===== src/rtl/fetch_stage.sv =====
// fetch_stage: LC-3b pipeline instruction fetch.
//   Owns the PC and runs the read/resp handshake with instruction memory.
//   Presents one instruction per cycle on if_*, together with its PC, PC+2
//   and the control-ROM fields (opcode, imm bit, jsr bit). A one-entry hold
//   buffer absorbs a response that arrives while decode is stalled. A redirect
//   flushes in-flight work. If a request is still outstanding, its response is
//   drained and discarded before fetching at the new PC.
// Ports:
//   clk, rst_n                 clock, synchronous active-low reset
//   imem_address/imem_read     fetch request (address stable until imem_resp)
//   imem_rdata/imem_resp       memory response
//   stall                      decode cannot accept; if_* hold
//   redirect/redirect_pc       taken branch/jump target (bit 0 forced to 0)
//   if_valid/if_ir/if_pc/if_npc/if_opcode/if_imm/if_jsr   registered outputs
// Optional macro FETCH_STATS_EN adds the stat_delivered and stat_redirects
// counters. Both wrap modulo 2^16.
module fetch_stage #(
  parameter logic [15:0] RESET_PC = 16'h0000
) (
  input  logic        clk,
  input  logic        rst_n,
  output logic [15:0] imem_address,
  output logic        imem_read,
  input  logic [15:0] imem_rdata,
  input  logic        imem_resp,
  input  logic        stall,
  input  logic        redirect,
  input  logic [15:0] redirect_pc,
  output logic        if_valid,
  output logic [15:0] if_ir,
  output logic [15:0] if_pc,
  output logic [15:0] if_npc,
  output logic [3:0]  if_opcode,
  output logic        if_imm,
  output logic        if_jsr
`ifdef FETCH_STATS_EN
  ,
  output logic [15:0] stat_delivered,
  output logic [15:0] stat_redirects
`endif
);

  typedef enum logic [1:0] {
    S_FETCH,
    S_HOLD,
    S_DRAIN
  } state_e;

  state_e      state_q;
  logic [15:0] pc_q;
  logic [15:0] drain_addr_q;   // address of the request being drained
  logic        out_valid_q;
  logic [15:0] out_ir_q;
  logic [15:0] out_pc_q;
  logic [15:0] out_npc_q;
  logic [15:0] hold_ir_q;
  logic [15:0] hold_pc_q;

  // In DRAIN, pc_q already holds the redirect target. The bus keeps the old
  // address until the outstanding response arrives.
  assign imem_read    = rst_n & ((state_q == S_FETCH) | (state_q == S_DRAIN));
  assign imem_address = (state_q == S_DRAIN) ? drain_addr_q : pc_q;

  assign if_valid  = out_valid_q;
  assign if_ir     = out_ir_q;
  assign if_pc     = out_pc_q;
  assign if_npc    = out_npc_q;
  assign if_opcode = out_ir_q[15:12];
  assign if_imm    = out_ir_q[5];
  assign if_jsr    = out_ir_q[11];

  always_ff @(posedge clk) begin
    if (!rst_n) begin
      state_q      <= S_FETCH;
      pc_q         <= RESET_PC;
      drain_addr_q <= '0;
      out_valid_q  <= 1'b0;
      out_ir_q     <= '0;
      out_pc_q     <= '0;
      out_npc_q    <= '0;
      hold_ir_q    <= '0;
      hold_pc_q    <= '0;
    end else begin
      // Consumed with nothing new loaded: emit a bubble.
      if (out_valid_q && !stall) out_valid_q <= 1'b0;

      if (redirect) begin
        out_valid_q <= 1'b0;
        hold_ir_q   <= '0;
        hold_pc_q   <= '0;
        pc_q        <= redirect_pc & 16'hFFFE;
        case (state_q)
          S_FETCH: begin
            if (!imem_resp) begin
              state_q      <= S_DRAIN;
              drain_addr_q <= pc_q;
            end
          end
          S_HOLD:  state_q <= S_FETCH;
          // A response that coincides with the redirect completes the drain.
          S_DRAIN: if (imem_resp) state_q <= S_FETCH;
          default: state_q <= S_FETCH;
        endcase
      end else begin
        case (state_q)
          S_FETCH: begin
            if (imem_resp) begin
              pc_q <= pc_q + 16'd2;
              if (!out_valid_q || !stall) begin
                out_valid_q <= 1'b1;
                out_ir_q    <= imem_rdata;
                out_pc_q    <= pc_q;
                out_npc_q   <= pc_q + 16'd2;
              end else begin
                hold_ir_q <= imem_rdata;
                hold_pc_q <= pc_q;
                state_q   <= S_HOLD;
              end
            end
          end
          S_HOLD: begin
            if (!stall) begin
              out_valid_q <= 1'b1;
              out_ir_q    <= hold_ir_q;
              out_pc_q    <= hold_pc_q;
              out_npc_q   <= hold_pc_q + 16'd2;
              state_q     <= S_FETCH;
            end
          end
          S_DRAIN: if (imem_resp) state_q <= S_FETCH;
          default: state_q <= S_FETCH;
        endcase
      end
    end
  end

`ifdef FETCH_STATS_EN
  logic [15:0] stat_delivered_q;
  logic [15:0] stat_redirects_q;

  assign stat_delivered = stat_delivered_q;
  assign stat_redirects = stat_redirects_q;

  always_ff @(posedge clk) begin
    if (!rst_n) begin
      stat_delivered_q <= '0;
      stat_redirects_q <= '0;
    end else begin
      if (out_valid_q && !stall) stat_delivered_q <= stat_delivered_q + 16'd1;
      if (redirect)              stat_redirects_q <= stat_redirects_q + 16'd1;
    end
  end
`endif

endmodule


===== config.mk =====
export PLATFORM = sky130hd
export DESIGN_NAME = fetch_stage
export DESIGN_NICKNAME = d
export VERILOG_FILES = /design/src/rtl/fetch_stage.sv
export SDC_FILE = /design/constraint.sdc
export NUM_CORES = 1
export LEC_CHECK = 0
export ABC_AREA = 1
export CAP_MARGIN = 5
export CORE_MARGIN = 2
export CORE_UTILIZATION = 35
export CTS_BUF_LIST = sky130_fd_sc_hd__clkbuf_8
export DETAILED_ROUTE_END_ITERATION = 12
export HOLD_SLACK_MARGIN = 0.08
export SLEW_MARGIN = 20
export SYNTH_ARGS = -nofsm -noshare
export SYNTH_HDL_FRONTEND = slang
export SYNTH_SLANG_ARGS = --single-unit

===== constraint.sdc =====
create_clock -name clk -period 1.9 [get_ports clk]
set_input_delay 0.38 -clock clk [delete_from_list [all_inputs] [get_ports clk]]
set_output_delay 0.38 -clock clk [all_outputs]
set_load 0.03 [all_outputs]

==> results.yml <==
cells_and_area:
  diodes: 0
  final_area_um2: 6789
  nets: 899
  areaGrowthSynthToFinish_pct: 30.68
  fillers: 1532
  drive_gt1_frac: 0.1075
global_routing:
  grt_pass1_vias: 4736
  antenna_found_initial: 0
  grt_max_degree: 50
  grt_overflow: 0
  grt_pass1_wl_mm: 24.56
  track_usage: 0.1932
sta:
  min_period_ps: 1860
  relSlewSlack: 0.6634
  hold_viol_final: 0
  worst_slew_pin_slew_ps: 504.9
  drv_slew: 0
  rsz0062_at_grt: "false"
  period_share: 0.9791
  max_freq_mhz: 537.6
  setup_viol_count_final: 0
  worst_clock_skew_ps: 21.57
synthesis:
  yosys-top-cells-area: "dfxtp_1 (42%), nand2_1 (13%), nor2_1 (7.9%), a21oi_1 (5.4%), o21ai_0 (5.1%)"
  yosysSeqAreaShare: 0.4239
  synth-compound-area-share: 0.1922
  ys_types: 32
  synth_cells: 756
  synth_top_family_by_area: "simple AND/OR/NAND/NOR gates"
  synthMuxAreaShare: 0.008671
  synth_xor_area_frac: 0.01517
  ys.flop_type: "dfxtp_1"
  yosys.cell_count.top_type: "nand2_1"
  avgSynthCellArea_um2: 6.872
  yosys.area_share.simple: 0.2654
  netlist_area_um2: 5195
  synth_common_cells: "nand2_1 (184), dfxtp_1 (110), nor2_1 (109)"
  synth_edf_count: 0
  synth-adder-area-share: 0.004817
  yosys.area.top_type_share: 0.4239
  yosysWarnings: 0
  synthArstFlopShare: 0
  yosysTopAreaCell: "dfxtp_1"
  ys_ff_latch: 110
clock_network:
  cts-buffers-inserted: 9
  clk_pin_slew_ps: 110
  clock-sinks: 110
  clk_path_buf_depth: 2
  cts_tree: "yes"
  htreeDepth: 3
  clk_latency_ps: 410
  clockRootBuffer: "clkbuf_8"
min_path:
  hold_path.class: "register to register"
floorplan:
  core.rowCount: 44
  ioPinCount: 109
  die_h_um: 125.8
  core_area_um2: 14530
  initial_core_util: 0.3574
  fp.dieArea_um2: 15830
  die_x_um: 125.8
worst_setup_path:
  crit_buf_inv: 1
  crit_family: "buffers and inverters"
  arrival_ps: 1480
  crit_chain: "clkdlybuf4s50_1"
  crit_type: "register to output pin"
  max_stage_delay_ps: 690
  required_ps: 1520
  worstSetupEndpointType: "output pin"
  cp_slowest_cell: "clkdlybuf4s50_1"
  start_kind: "register"
  crit_fanout: 2
pwr:
  p_switching_mw: 1.981
  power.total_mw: 5.614
  p_clk_frac: 0.247
  p_seq_frac: 0.461
  swShare: 0.3529
  leakage_nw: 2.832
  cellPowerDensity_nw_per_um2: 827.0
  worst_ir_drop_vdd_mv: 0.4025
  p_int_mw: 3.633
  combPwrFrac: 0.292
routing:
  ant_nets: 0
  drt_iter0_markers: 414
  first_pass_iters: 5
  routed_wl_mm: 15.28
  drc: 0
  vias: 5224
  via_per_inst: 4.980
  wire_per_inst_um: 14.57
placed_design:
  io_buffer_count: 104
  postPlaceCellArea_um2: 6561
  hpwl_mm: 11.05
  gp_congestion: 0.9160
status:
  status: "completed"
job:
  maxCapViolCount: 0
repair_timing:
item,in CTS,in global routing
endpoints found under the setup margin,15,18
pin swaps,1,1
buffers inserted,0,0
resized for setup,18,11
hold buffers,0,0
cells by family (layout without fill, tap and decap cells):
group	Yosys count	after routing
AND/OR/NAND/NOR	344	344
AO/OA/AOI/OAI	186	186
flip-flops	110	110
buffers and inverters	100	207
XOR/XNOR	9	9
multiplexers	4	4
adder cells (fa/ha/maj)	2	2
other	1	3
stage by stage:
step | setup TNS, ps | util | hold slack, ps | cells | worst slack [ps]
final | 0 | 0.4671 | 466.4 | 1049 | 39.79
after global routing | 0 | 0.4671 | 488.2 | 1049 | 1.831
after CTS | -134.8 | 0.4649 | 469.7 | 1049 | -25.91
after detailed placement | -2401 | 0.4514 | 453.8 | 1033 | -122.2
after global placement | -1912 | 0.4514 | 448.7 | 1033 | -89.49
after floorplan | 0 | - | 439.7 | 758 | 59.32
sequential cells by signal, summed over array words and instances (netlist names):
signal	flops
pc_q	15
state_q	2
if_pc	15
hold_ir_q	16
hold_pc_q	15
if_ir	16
if_npc	15
if_valid	1
drain_addr_q	15
placed cells by master (no fill, tap or decap), drive strengths merged, types with 2 or more instances in the layout:
cell type | Yosys | final
o21ai | 84 | 84
a21oi | 56 | 56
nand2 | 185 | 185
clkbuf | 25 | 9
nand4 | 10 | 10
a31oi | 39 | 39
nand3 | 33 | 33
conb | 1 | 3
inv | 46 | 50
nor2 | 113 | 113
nand3b | 2 | 2
ha | 2 | 2
dfxtp | 110 | 110
xor2 | 7 | 7
xnor2 | 2 | 2
buf | 29 | 57
mux2 | 4 | 4
clkinv | 0 | 2
clkdlybuf4s50 | 0 | 84
o211ai | 2 | 2
dlymetal6s2s | 0 | 4
layer usage:
metal / track usage / part of all wire / vias to the layer above
met5: 0 / 0 / -
met4: 0.06852 / 0.015 / 0
met3: 0.02846 / 0.065 / 16
met2: 0.2836 / 0.43 / 158
met1: 0.2880 / 0.49 / 2355
li1: - / - / 2695
final cells by class:
class                   count  area (um2)  area share
clock inverters             7       55.05    0.008109
multi-input cells         548        2565      0.3778
clock buffers               9       123.9     0.01825
well taps                 184       230.2     0.03391
flip-flops and latches    110        2205      0.3247
repair buffers            145        1438      0.2118
inverters                  46       172.7     0.02543
power groups by stage:
stage                     logic, mW  registers [mW]  clock network [mW]
after floorplan               0.757            2.84                   0
after global placement         1.62            2.64                   0
after detailed placement       1.63            2.64                   0
after CTS                      1.64            2.59                1.42
after global routing           1.77            2.61                1.51
final                          1.64            2.59                1.39
final timing paths:
| path | startpoint | end | slack [ps] | cells past startpoint |
|---|---|---|---|---|
| max reg2reg | state_q[1] | if_pc[3] | 230 | 11 |
| max | if_npc[2] | if_npc[2] | 40 | 1 |
| min reg2reg | if_pc[12] | if_pc[12] | 470 | 2 |
| min | if_pc[12] | if_pc[12] | 470 | 2 |
No activity file was read; power rests on OpenSTA's default activity.
